**src/rtl/saw_seq_pkg.sv**
```systemverilog
// Shared types and default sizing for the sawtooth note sequencer.
package saw_seq_pkg;

    localparam int unsigned DEPTH_DEF       = 16;
    localparam int unsigned TF_W_DEF        = 24;
    localparam int unsigned DUR_W_DEF       = 16;
    localparam int unsigned GAP_SAMPLES_DEF = 480;

    typedef enum logic [2:0] {
        S_IDLE,
        S_LOAD,
        S_PLAY,
        S_GAP,
        S_DONE
    } seq_state_e;

    typedef struct packed {
        logic [TF_W_DEF-1:0]  tf;
        logic [DUR_W_DEF-1:0] dur;
    } note_t;

endpackage

```
**src/rtl/saw_note_table.sv**
```systemverilog
// Note table: DEPTH entries of {tone word, duration}, one write port, one async read port.
module saw_note_table
    import saw_seq_pkg::*;
#(
    parameter int unsigned DEPTH = DEPTH_DEF,
    parameter int unsigned TF_W  = TF_W_DEF,
    parameter int unsigned DUR_W = DUR_W_DEF,
    localparam int unsigned AW   = $clog2(DEPTH)
) (
    input  logic             clk,
    input  logic             rst_n,
    input  logic             wr_en_i,
    input  logic [AW-1:0]    wr_addr_i,
    input  logic [TF_W-1:0]  wr_tf_i,
    input  logic [DUR_W-1:0] wr_dur_i,
    input  logic [AW-1:0]    rd_addr_i,
    output logic [TF_W-1:0]  rd_tf_c,
    output logic [DUR_W-1:0] rd_dur_c
);

    logic [TF_W-1:0]  tf_q  [DEPTH];
    logic [DUR_W-1:0] dur_q [DEPTH];

    always_ff @(posedge clk or negedge rst_n) begin
        if (!rst_n) begin
            for (int i = 0; i < int'(DEPTH); i++) begin
                tf_q[i]  <= '0;
                dur_q[i] <= '0;
            end
        end else if (wr_en_i) begin
            tf_q[wr_addr_i]  <= wr_tf_i;
            dur_q[wr_addr_i] <= wr_dur_i;
        end
    end

    // Reading the pre-write contents gives old-value semantics on a same-cycle write.
    assign rd_tf_c  = tf_q[rd_addr_i];
    assign rd_dur_c = dur_q[rd_addr_i];

endmodule

```
**src/rtl/saw_note_seq.sv**
```systemverilog
// Steps the saw generator through the note table, timing notes and gaps in output samples.
module saw_note_seq
    import saw_seq_pkg::*;
#(
    parameter int unsigned DEPTH       = DEPTH_DEF,
    parameter int unsigned TF_W        = TF_W_DEF,
    parameter int unsigned DUR_W       = DUR_W_DEF,
    parameter int unsigned GAP_SAMPLES = GAP_SAMPLES_DEF,
    localparam int unsigned AW         = $clog2(DEPTH)
) (
    input  logic             i_clk48,
    input  logic             i_rst48_n,
    input  logic             i_sample_pulse,
    input  logic             i_start,
    input  logic             i_stop,
    input  logic             i_loop,
    input  logic             i_wr_en,
    input  logic [AW-1:0]    i_wr_addr,
    input  logic [TF_W-1:0]  i_wr_tf,
    input  logic [DUR_W-1:0] i_wr_dur,
    output logic [TF_W-1:0]  o_tf,
    output logic             o_pause,
    output logic             o_busy,
    output logic [AW-1:0]    o_note_idx,
    output logic             o_done
);

    localparam int unsigned GW = (GAP_SAMPLES > 0) ? $clog2(GAP_SAMPLES + 1) : 1;

    seq_state_e        state_q, state_d;
    logic [AW-1:0]     idx_q, idx_d;
    logic [DUR_W-1:0]  cnt_q, cnt_d;
    logic [GW-1:0]     gcnt_q, gcnt_d;
    logic [TF_W-1:0]   tf_q, tf_d;
    logic              pause_q, pause_d;
    logic              busy_q, busy_d;
    logic [AW-1:0]     note_idx_q, note_idx_d;
    logic              done_q, done_d;
    logic [TF_W-1:0]   rd_tf;
    logic [DUR_W-1:0]  rd_dur;
    logic              advance;
    logic              end_of_table;

    saw_note_table #(
        .DEPTH (DEPTH),
        .TF_W  (TF_W),
        .DUR_W (DUR_W)
    ) u_table (
        .clk       (i_clk48),
        .rst_n     (i_rst48_n),
        .wr_en_i   (i_wr_en),
        .wr_addr_i (i_wr_addr),
        .wr_tf_i   (i_wr_tf),
        .wr_dur_i  (i_wr_dur),
        .rd_addr_i (idx_q),
        .rd_tf_c   (rd_tf),
        .rd_dur_c  (rd_dur)
    );

    always_ff @(posedge i_clk48 or negedge i_rst48_n) begin
        if (!i_rst48_n) begin
            state_q    <= S_IDLE;
            idx_q      <= '0;
            cnt_q      <= '0;
            gcnt_q     <= '0;
            tf_q       <= '0;
            pause_q    <= 1'b1;
            busy_q     <= 1'b0;
            note_idx_q <= '0;
            done_q     <= 1'b0;
        end else begin
            state_q    <= state_d;
            idx_q      <= idx_d;
            cnt_q      <= cnt_d;
            gcnt_q     <= gcnt_d;
            tf_q       <= tf_d;
            pause_q    <= pause_d;
            busy_q     <= busy_d;
            note_idx_q <= note_idx_d;
            done_q     <= done_d;
        end
    end

    always_comb begin
        state_d      = state_q;
        idx_d        = idx_q;
        cnt_d        = cnt_q;
        gcnt_d       = gcnt_q;
        tf_d         = tf_q;
        pause_d      = pause_q;
        note_idx_d   = note_idx_q;
        advance      = 1'b0;
        end_of_table = 1'b0;

        unique case (state_q)
            S_IDLE: begin
                pause_d = 1'b1;
                if (i_start && !i_stop) begin
                    state_d = S_LOAD;
                    idx_d   = '0;
                end
            end
            S_LOAD: begin
                if (rd_dur == '0) begin
                    // An empty first entry means an empty program: finish without looping.
                    if (idx_q == '0) state_d = S_DONE;
                    else             end_of_table = 1'b1;
                end else begin
                    tf_d       = rd_tf;
                    cnt_d      = rd_dur;
                    pause_d    = 1'b0;
                    note_idx_d = idx_q;
                    state_d    = S_PLAY;
                end
            end
            S_PLAY: begin
                if (i_sample_pulse) begin
                    cnt_d = cnt_q - DUR_W'(1);
                    if (cnt_q == DUR_W'(1)) begin
                        pause_d = 1'b1;
                        if (GAP_SAMPLES > 0) begin
                            state_d = S_GAP;
                            gcnt_d  = GW'(GAP_SAMPLES);
                        end else begin
                            advance = 1'b1;
                        end
                    end
                end
            end
            S_GAP: begin
                if (i_sample_pulse) begin
                    gcnt_d = gcnt_q - GW'(1);
                    if (gcnt_q == GW'(1)) advance = 1'b1;
                end
            end
            S_DONE: begin
                pause_d = 1'b1;
                state_d = S_IDLE;
            end
            default: state_d = S_IDLE;
        endcase

        if (advance) begin
            if (idx_q == AW'(DEPTH - 1)) begin
                end_of_table = 1'b1;
            end else begin
                idx_d   = idx_q + AW'(1);
                state_d = S_LOAD;
            end
        end

        if (end_of_table) begin
            if (i_loop) begin
                idx_d   = '0;
                state_d = S_LOAD;
            end else begin
                state_d = S_DONE;
            end
        end

        // Stop wins over every other transition and never reports completion.
        if (i_stop && state_q != S_IDLE) begin
            state_d = S_IDLE;
            pause_d = 1'b1;
        end
    end

    assign busy_d = (state_d != S_IDLE);
    assign done_d = (state_d == S_DONE);

    assign o_tf       = tf_q;
    assign o_pause    = pause_q;
    assign o_busy     = busy_q;
    assign o_note_idx = note_idx_q;
    assign o_done     = done_q;

endmodule
```
**config.mk**
```make
export PLATFORM = sky130hd
export DESIGN_NAME = saw_note_seq
export DESIGN_NICKNAME = d
export VERILOG_FILES = /design/src/rtl/saw_seq_pkg.sv /design/src/rtl/saw_note_table.sv /design/src/rtl/saw_note_seq.sv
export SDC_FILE = /design/constraint.sdc
export NUM_CORES = 1
export LEC_CHECK = 0
export BUFFER_PORTS_ARGS = -buffer_cell sky130_fd_sc_hd__buf_2
export CORE_MARGIN = 2
export CORE_UTILIZATION = 55
export CTS_CLUSTER_SIZE = 16
export DETAILED_ROUTE_END_ITERATION = 12
export PLACE_DENSITY_LB_ADDON = 0.15
export SLEW_MARGIN = 20
export SYNTH_ARGS = -nofsm -noshare
export SYNTH_HDL_FRONTEND = slang
export SYNTH_HIERARCHICAL = 1
export SYNTH_SLANG_ARGS = --single-unit
export TNS_END_PERCENT = 100
```
**constraint.sdc**
```tcl
create_clock -name i_clk48 -period 7.2 [get_ports i_clk48]
set_input_delay 0.36 -clock i_clk48 [delete_from_list [all_inputs] [get_ports i_clk48]]
set_output_delay 0.36 -clock i_clk48 [all_outputs]
set_load 0.01 [all_outputs]
```
==> results of run 1 <==
## power by group through the flow
stage | clock (W) | combinational, W | sequential, W
detailed placement | 0 | 0.00208 | 0.00552
global route | 0.00412 | 0.00227 | 0.00558
finish | 0.00385 | 0.00207 | 0.00546
global placement | 0 | 0.00199 | 0.00545
CTS | 0.00394 | 0.00209 | 0.00546
floorplan | 0 | 0.00161 | 0.00534
## cell usage in the layout (no fill, tap or decap), types with 4 or more instances in the layout
master,netlist,routed
o22ai_1,4,4
mux4_2,160,160
dfrtp_1,702,700
inv_1,11,11
nand3_1,11,11
buf_12,0,4
o21ai_0,19,19
clkbuf_16,0,76
inv_6,0,5
clkbuf_1,87,18
nor2_1,29,22
bufinv_16,0,4
nor4_1,10,9
buf_2,87,80
nor3_2,0,6
nand2b_1,6,6
xnor2_1,5,5
clkinv_2,0,10
a21oi_1,23,23
nor3b_1,4,4
mux2_2,626,626
or3_1,7,5
nor2_4,0,7
nor3_1,15,9
a211oi_1,5,5
mux2_1,14,14
clkbuf_8,0,19
buf_4,0,36
nand2_1,145,144
ha_1,6,6
a22oi_1,82,82
## cell type report
cell class                 count  share of cell area [%]
sequential                   703                   49.98
inverter                      11                  0.1172
antenna                        1                0.007106
timing repair buffer         124                   2.359
clock inverter                21                  0.6750
multi-input combinational   1221                   37.84
tap                          756                   2.686
clock buffer                 113                   6.335
## state kept, by name, summed over array words and instances, names as in the netlist
| name | count |
|---|---|
| o_done | 1 |
| o_note_idx | 4 |
| state_q | 3 |
| o_tf | 24 |
| gcnt_q | 9 |
| idx_q | 4 |
| o_pause | 1 |
| u_table/dur_q | 256 |
| u_table/tf_q | 384 |
| cnt_q | 16 |
| o_busy | 1 |
## kinds of logic after synthesis
group / after synthesis
xor gates and xnor gates: 8
adders and majority gates: 6
AOI/OAI and AO/OA: 151
buffers and inverters: 189
DFF: 703
and+or+nand+nor: 253
muxes: 803
## synthesized netlist by cell type (5+ instances only)
library cell and number:
dfrtp_1 702, nor4_1 10, mux2_2 626, ha_1 6
nor2_1 29, nand2b_1 6, a22oi_1 82, clkbuf_1 87
inv_1 11, buf_2 87, mux2_1 14, nand3_1 11
mux4_2 160, a211oi_1 5, o21ai_0 19, or3_1 7
xnor2_1 5, a21oi_1 23, nor3_1 15, nand2_1 145
## worst max-delay path, stage by stage, from the launching register on
cell and delay [ns]:
dfrtp_4 0.84, buf_4 0.48, mux4_2 0.56, a22oi_1 0.19, nand2_1 0.13, nor4_1 0.53, nand4_1 0.47, a21boi_1 0.94
a21oi_1 0.06, o2bb2a_1 0.33
## through the flow
step	area (um^2)	setup WS, ns	hold slack, ns	std cells	util (%)
floorplan	31660	4.025	0.06441	2113	-
global placement	32660	2.637	0.4634	2811	57.70
detailed placement	32660	2.536	0.4692	2811	57.70
CTS	35140	2.507	0.01939	2946	62.08
global route	35220	2.197	0.05058	2949	62.21
finish	35220	2.516	0.05985	2950	62.22
## worst min-delay path by stage
stage	to	slack [ns]	cells past startpoint
after global placement	u_table/dur_q[47]$_DFFE_PN0P_	0.46	1
after CTS	state_q[0]$_DFF_PN0_	0.02	3
after detailed placement	o_tf[4]$_DFFE_PN0P_	0.47	2
after global routing	state_q[0]$_DFF_PN0_	0.05	3
after floorplan	cnt_q[0]$_DFFE_PN0P_	0.06	0
final	state_q[0]$_DFF_PN0_	0.06	3
## timing repair
item	in CTS	in global routing
hold buffers	1	0
endpoints found under the hold margin	110	0
setup endpoints to repair	0	0
## routing by layer
| layer | vias to the layer above | wire length, um | GRT usage [%] |
|---|---|---|---|
| met2 | 444 | 35830 | 41.46 |
| met4 | 8 | 1610 | 7.963 |
| met5 | - | 50 | 0 |
| li1 | 7861 | - | - |
| met3 | 122 | 3605 | 4.406 |
| met1 | 10010 | 34780 | 38.58 |
==> impl_metrics.ini, run 1 <==
[setup_path]
worstSetupPathType = reg -> reg
timing.critical_path.required_ns = 7.69
reg2regPathDepth = 9
cp_data_arrival_time_ns = 5.18
worst_setup_sp_type = register
cp-end-kind = register
crit_path_max_fanout = 31
reg2reg_from = idx_q[0]$_DFF_PN0_
reg2reg_to = cnt_q[15]$_DFFE_PN0P_
regToRegSetupSlack_ns = 2.52
cp-startpoint = idx_q[0]$_DFF_PN0_
worst_setup_path_endpoint = cnt_q[15]$_DFFE_PN0P_

[final_layout]
syn_to_final_growth_pct = 11.25
design.final.nets = 2193
register_area_um2 = 17600
num-fill-cells = 4249
ratio_of_cells_with_drive_above_1_in_the_final_layout_pct = 48.43
multiInputGateArea_um2 = 13330

[sta]
rsz0062_at_grt = false
post-route-min-period_ns = 4.684
final-max-slew-violation-count = 0
pin_slew_with_the_least_headroom_to_its_limit_ns = 1.050
final.setup_skew_ns = 0.02023
final.period_utilization_pct = 65.05
fin_tns_setup_ns = 0
timing.final.setup_violations = 0
max_freq_ghz = 0.2135
hold_viol_final = 0
relSlewSlack_pct = 29.84

[clock_tree]
cts-htree-levels = 3
cts-buffers-inserted = 75
clkSlewWorstSetupHoldPaths_ns = 0.06
ctsLongestPathBuffers = 3
postCtsResizedCells = 0
clock_insertion_delay_worst_skew_ns = 0.62
postCtsSetupBuffers = 0
clock_tree.root_cell = clkbuf_16
cts_tree = done
clock_sink_count = 703

[yosys]
post_synthesis_share_of_cell_area_spent_on_full_adders_half_adders_and_majority_gates_pct = 0.2371
synth.avg_cell_area_um2 = 14.98
synth_xor_xnor_area_share_pct = 0.2213
post_synth_num_cell_types = 52
synthMuxAreaShare_pct = 34.24
dominant_combinational_cell_family_by_area_after_synthesis = multiplexers
ys_async_sr_fraction_pct = 100.0
yosys.area.top_type_share_pct = 55.49
syn_nets = 2170
synth_seq_cells = 703
number_of_enable_flip_flop_cells_after_synthesis = 0
seq_area_frac_synth_pct = 55.57
syn-cell-area_um2 = 31660
synth_simple_gate_area_share_pct = 3.719
synthesis.instances = 2113
synth_compound_gate_area_share_pct = 3.324
yosys.area.top_type = dfrtp_1
synth.yosys.warnings = 6
synth-main-ff-cell = dfrtp_1
yosys-top-cells-area = dfrtp_1 55%, mux2_2 22%, mux4_2 11%

[grt]
grt_start_max_net_pins = 181
first_global_vias = 19790
first_pass_grt_wire_length_mm = 119.3
globalRoute.totalOverflow = 0
grt_antenna_before_repair = 5
grt_usage_pct = 26.51

[route]
initialDrtViolationCount = 1409
drc_viols = 0
vias_per_cell = 6.252
totalWireLength_mm = 75.87
wl_per_cell_um = 25.72
final_ant_viol_nets = 0
route.vias.total = 18440
detailedRoute.firstPassIterationCount = 5

[placed_design]
port_buffers = 81
hpwl_mm = 40.73
gp_congestion = 0.8197

[floorplanning]
die_width_um = 243.9
starting_utilization_of_the_core_area_pct = 55.93
ioPinCount = 82
dieArea_um2 = 59490
die_h_um = 243.9
std_cell_rows = 87
placeableCoreArea_um2 = 56600

[power_and_ir_drop]
power.static_leakage_nw = 14.93
seqPwrFrac_pct = 48.0
internal_power_w = 0.008413
power.share.clock_pct = 33.8
comb_power_share_pct = 18.2
power.net_switching_w = 0.002973
power.ir.vdd_worst_uv = 249.5
switching_power_as_a_share_of_total_power_pct = 26.11
power.density_nw_per_um2 = 323.3
total_power_w = 0.01139

[worst_hold_path]
hp-start = i_loop
holdCritPathClass = in -> reg

[job]
max_cap_viol_count = 0

[status]
status = finished clean
Note: power is estimated with default switching activity, not from simulation.
==> inputs of run 2 (changes only) <==
==> constraint.sdc (replaced) <==
create_clock -name i_clk48 -period 4.7 [get_ports i_clk48]
set_input_delay 0.235 -clock i_clk48 [delete_from_list [all_inputs] [get_ports i_clk48]]
set_output_delay 0.235 -clock i_clk48 [all_outputs]
set_load 0.01 [all_outputs]
==> run 2 against run 1 <==
  * Via count increased by 0.93%
  * Worst hold slack worse by 0.0077 ns
  * Highest routed layer unchanged
  * Critical path type unchanged
  * Utilization is 0.18 points higher
==> impl_metrics.ini, run 2 (synthesis gave the netlist of run 1 again) <==
[status]
status = finished clean

[route]
route.vias.total = 18620
wl_per_cell_um = 25.89
drc_viols = 0
totalWireLength_mm = 76.70
final_ant_viol_nets = 0
initialDrtViolationCount = 1351
detailedRoute.firstPassIterationCount = 5
vias_per_cell = 6.285

[power_and_ir_drop]
power.share.clock_pct = 33.2
seqPwrFrac_pct = 48.3
internal_power_w = 0.01277
switching_power_as_a_share_of_total_power_pct = 26.33
power.net_switching_w = 0.004565
total_power_w = 0.01734
power.ir.vdd_worst_uv = 292.8
power.density_nw_per_um2 = 490.9
power.static_leakage_nw = 14.99
comb_power_share_pct = 18.5

[floorplanning]
placeableCoreArea_um2 = 56600
std_cell_rows = 87
starting_utilization_of_the_core_area_pct = 55.93
die_width_um = 243.9
dieArea_um2 = 59490
die_h_um = 243.9
ioPinCount = 82

[final_layout]
layout.core_utilization_pct = 62.40
stdcell_count = 2962
design.final.nets = 2207
most-common-layout-cells = 700 x dfrtp_1, 626 x mux2_2, 160 x mux4_2, 144 x nand2_1, 82 x a22oi_1
syn_to_final_growth_pct = 11.57
most_common_cell_after_layout_fill_and_taps_aside = dfrtp_1
largest_reg_flops = 384
largest_register = u_table/tf_q
postLayoutCellArea_um2 = 35320
ratio_of_cells_with_drive_above_1_in_the_final_layout_pct = 48.71

[grt]
first_global_vias = 19820
grt_usage_pct = 26.65
globalRoute.totalOverflow = 0
grt_start_max_net_pins = 125
grt_antenna_before_repair = 5
first_pass_grt_wire_length_mm = 120.8

[setup_path]
cp_data_arrival_time_ns = 4.80
count_of_buffer_and_inverter_cells_on_the_critical_path = 2
worst_setup_sp_type = register
critical_path.max_stage_delay_ns = 0.84
crit_path_cell_trace = buf_4, mux4_2, a22oi_1, nand2_1, nor4_1, nand4_1, a21boi_1, buf_4, a211oi_1, a21oi_1
timing.critical_path.required_ns = 5.24
path_common_cell = buf_4
cpMaxStageDelayCell = dfrtp_4
crit_path_max_fanout = 30
worstSetupPathType = reg -> reg
cp_top_family = simple AND/OR/NAND/NOR gates
cp-end-kind = register

[sta]
max_freq_ghz = 0.2347
timing.final.setup_violations = 0
final.period_utilization_pct = 90.65
relSlewSlack_pct = 32.27
rsz0062_at_grt = false
pin_slew_with_the_least_headroom_to_its_limit_ns = 1.014
post-route-min-period_ns = 4.261
hold_viol_final = 0
fin_tns_setup_ns = 0
final-max-slew-violation-count = 0
final.setup_skew_ns = 0.02352

[clock_tree]
clock_insertion_delay_worst_skew_ns = 0.62
cts_tree = done
clock_tree.root_cell = clkbuf_16
cts-buffers-inserted = 75
clkSlewWorstSetupHoldPaths_ns = 0.06
ctsLongestPathBuffers = 3
clock_sink_count = 703
cts-htree-levels = 3
postCtsSetupBuffers = 0

[placed_design]
placed_area_um2 = 32860
gp_congestion = 0.8079
hpwl_mm = 42.86
port_buffers = 81
dp_cells = 2826

[job]
max_cap_viol_count = 0

[worst_hold_path]
holdCritPathClass = in -> reg
run 2: path summary, 6_finish.rpt:
path	startpoint	end	slack [ns]	depth (start not counted)
max	idx_q[0]$_DFF_PN0_	cnt_q[1]$_DFFE_PN0P_	0.44	10
min	i_wr_tf[14]	u_table/tf_q[374]$_DFFE_PN0P_	0.05	2
max reg2reg	idx_q[0]$_DFF_PN0_	cnt_q[1]$_DFFE_PN0P_	0.44	10
min reg2reg	o_tf[0]$_DFFE_PN0P_	o_tf[0]$_DFFE_PN0P_	0.47	2
max in group asynchronous	i_rst48_n	u_table/dur_q[172]$_DFFE_PN0P_	3.17	3
min in group asynchronous	i_rst48_n	u_table/tf_q[383]$_DFFE_PN0P_	0.32	2
run 2: layout make-up:
class	count	area, um^2
Fill cell	4191	21280
Sequential cell	703	17600
Multi-Input combinational cell	1221	13330
Clock buffer	114	2255
Timing Repair Buffer	138	993.5
Tap cell	756	945.9
Clock inverter	18	152.6
Inverter	11	41.29
Antenna cell	1	2.502
run 2: timing repair:
action                                  4_1_cts  5_1_grt
hold endpoints to repair                    108        0
hold buffers                                  2        0
endpoints found under the setup margin        0        1
resized for setup                             0        1
run 2: power by group through the flow:
stage | clock network [W] | registers (W) | logic (W)
2_1_floorplan | 0 | 0.00818 | 0.00246
3_3_place_gp | 0 | 0.00836 | 0.00310
3_5_place_dp | 0 | 0.00845 | 0.00322
4_1_cts | 0.00587 | 0.00836 | 0.00324
5_1_grt | 0.00613 | 0.00855 | 0.00352
6_report | 0.00576 | 0.00837 | 0.00321
run 2: per-layer routing:
layer	vias to the layer above	track usage, %	routed length, um
li1	7870	-	-
met1	10140	39.41	34970
met2	459	41.68	36310
met3	137	4.605	3886
met4	10	6.151	1468
met5	-	0	65
run 2: through the flow:
step | hold slack [ns] | setup slack, ns
finish | 0.05216 | 0.4394
global route | 0.06062 | 0.04027
CTS | 0.02273 | 0.2464
detailed placement | 0.3956 | 0.2663
global placement | 0.3905 | 0.3375
floorplan | -0.06059 | 1.525
==> inputs of run 3 (changes only) <==
--- a/config.mk
+++ b/config.mk
@@ -6,11 +6,13 @@
 export NUM_CORES = 1
 export LEC_CHECK = 0
 export BUFFER_PORTS_ARGS = -buffer_cell sky130_fd_sc_hd__buf_2
+export CORE_ASPECT_RATIO = 1.5
 export CORE_MARGIN = 2
 export CORE_UTILIZATION = 55
 export CTS_CLUSTER_SIZE = 16
 export DETAILED_ROUTE_END_ITERATION = 12
-export PLACE_DENSITY_LB_ADDON = 0.15
+export GPL_TIMING_DRIVEN = 1
+export PLACE_DENSITY = 0.72
 export SLEW_MARGIN = 20
 export SYNTH_ARGS = -nofsm -noshare
 export SYNTH_HDL_FRONTEND = slang
==> run 3 against run 2 <==
  * Die area about the same
  * Critical path depth unchanged
  * Worst setup slack better by 0.20 ns
  * Clock power down 7.3%
  * Utilization down 0.86 points
  * Total power down 2.3%
  * Final area down 0.87%
  * Combinational power about the same
  * First-iteration DRC count down 3.0%
  * Maximum frequency up 4.9%
  * Sequential power about the same
  * Highest routed layer unchanged
==> impl_metrics.ini, run 3 (synthesis gave the netlist of run 1 again) <==
[final_layout]
most-common-layout-cells = 700 x dfrtp_1, 626 x mux2_2, 160 x mux4_2, 144 x nand2_1, 82 x a22oi_1
register_area_um2 = 17600
postLayoutCellArea_um2 = 35010
syn_to_final_growth_pct = 10.60
largest_reg_flops = 384
design.final.nets = 2202
ratio_of_cells_with_drive_above_1_in_the_final_layout_pct = 48.25
multiInputGateArea_um2 = 13330
largest_register = u_table/tf_q
num-fill-cells = 4222
stdcell_count = 2959
most_common_cell_after_layout_fill_and_taps_aside = dfrtp_1

[setup_path]
timing.critical_path.required_ns = 5.21
worstSetupPathType = reg -> reg
crit_path_max_fanout = 44
reg2regPathDepth = 10
crit_path_cell_trace = buf_4, mux4_2, a22oi_1, nand2_1, nor4_1, nand4_1, buf_4, and2_2, o2111a_1, a211oi_1
cpMaxStageDelayCell = dfrtp_4
crit_cells = 10
cp-end-kind = register
cp_top_family = simple AND/OR/NAND/NOR gates
worst_setup_sp_type = register
count_of_buffer_and_inverter_cells_on_the_critical_path = 2
critical_path.max_stage_delay_ns = 0.91
path_common_cell = buf_4
cp_data_arrival_time_ns = 4.57

[placed_design]
hpwl_mm = 43.81
gp_congestion = 0.8203
dp_cells = 2837
port_buffers = 81
placed_area_um2 = 32850

[power_and_ir_drop]
power.static_leakage_nw = 14.84
power.density_nw_per_um2 = 483.9
power.ir.vdd_worst_uv = 325.2

[worst_hold_path]
hold_depth = 4
holdCritPathClass = in -> reg

[floorplanning]
die_h_um = 297.8
std_cell_rows = 107
placeableCoreArea_um2 = 56900
dieArea_um2 = 59530
starting_utilization_of_the_core_area_pct = 55.64
die_width_um = 199.9
ioPinCount = 82

[route]
wl_per_cell_um = 26.12
route.vias.total = 18550
vias_per_cell = 6.270
detailedRoute.firstPassIterationCount = 5
final_ant_viol_nets = 0
totalWireLength_mm = 77.30
drc_viols = 0
initialDrtViolationCount = 1311

[status]
status = finished clean

[sta]
pin_slew_with_the_least_headroom_to_its_limit_ns = 1.048
timing.final.setup_violations = 0
max_freq_ghz = 0.2463
final-max-slew-violation-count = 0
rsz0062_at_grt = false
final.setup_skew_ns = 0.02017
final.period_utilization_pct = 86.38
fin_tns_setup_ns = 0
post-route-min-period_ns = 4.060
hold_viol_final = 0
relSlewSlack_pct = 30.12

[grt]
first_pass_grt_wire_length_mm = 121.3
first_global_vias = 20030
globalRoute.totalOverflow = 0
grt_start_max_net_pins = 149
grt_antenna_before_repair = 9
grt_usage_pct = 27.13

[job]
max_cap_viol_count = 0

[clock_tree]
clkSlewWorstSetupHoldPaths_ns = 0.07
cts-buffers-inserted = 67
ctsLongestPathBuffers = 3
cts-htree-levels = 3
cts_tree = done
clock_sink_count = 703
clock_insertion_delay_worst_skew_ns = 0.61
postCtsResizedCells = 0
clock_tree.root_cell = clkbuf_16
run 3: cell types whose count changed in the layout (fill, tap and decap cells not counted), moves of 4 or more:
cell       previous run  this run
buf_12               10         6
buf_4                44        52
clkbuf_1             17        22
clkbuf_16            76        71
clkbuf_8             21        10
run 3: worst paths after layout:
check	startpoint	endpoint	slack [ns]
worst max-delay path	idx_q[1]$_DFF_PN0_	cnt_q[12]$_DFFE_PN0P_	0.64
worst min-delay path	i_sample_pulse	o_pause$_DFFE_PN1P_	0.04
worst max register to register	idx_q[1]$_DFF_PN0_	cnt_q[12]$_DFFE_PN0P_	0.64
worst min register to register	o_note_idx[0]$_DFFE_PN0P_	o_note_idx[0]$_DFFE_PN0P_	0.49
max in group asynchronous	i_rst48_n	u_table/tf_q[176]$_DFFE_PN0P_	3.06
min in group asynchronous	i_rst48_n	u_table/dur_q[1]$_DFFE_PN0P_	0.32
run 3: power by group:
part	switching [W]	internal (W)	leakage, nW
sequential	0.000850	0.00753	8.65
clock	0.00229	0.00304	1.05
combinational	0.00136	0.00186	5.14
total	0.00450	0.0124	14.8
run 3: final cells by class:
class	count	area share [%]
Clock inverter	16	0.4074
Timing Repair Buffer	141	2.702
Multi-Input combinational cell	1221	38.07
Antenna cell	1	0.007147
Tap cell	763	2.727
Inverter	11	0.1179
Sequential cell	703	50.27
Clock buffer	103	5.703
run 3: worst register-to-register path, cell delays in order (launching register included):
cell and delay, ns:
dfrtp_4 0.91, buf_4 0.43, mux4_2 0.36, a22oi_1 0.15
nand2_1 0.12, nor4_1 0.57, nand4_1 0.15, buf_4 0.21
and2_2 0.48, o2111a_1 0.39, a211oi_1 0.21
run 3: timing repair:
action	CTS	global route
setup buffers	0	0
hold endpoints to repair	104	0
hold buffers	2	0
run 3: per-stage QoR:
step	total power, W	hold WS (ns)	setup WS [ns]	utilization, %
global route	0.01775	0.05557	0.4240	61.53
finish	0.01694	0.04176	0.6401	61.53
floorplan	0.01065	-0.06059	1.525	-
detailed placement	0.01169	0.3925	0.6410	57.74
CTS	0.01706	0.01553	0.6327	61.53
global placement	0.01144	0.3798	0.5674	57.74
run 3: metal layers:
metal	vias to the layer above	GRT usage (%)	wire length [um]
met4	12	9.012	2305
met2	496	45.01	38910
met5	-	0	83
met3	152	4.120	3715
li1	7840	-	-
met1	10050	36.79	32290
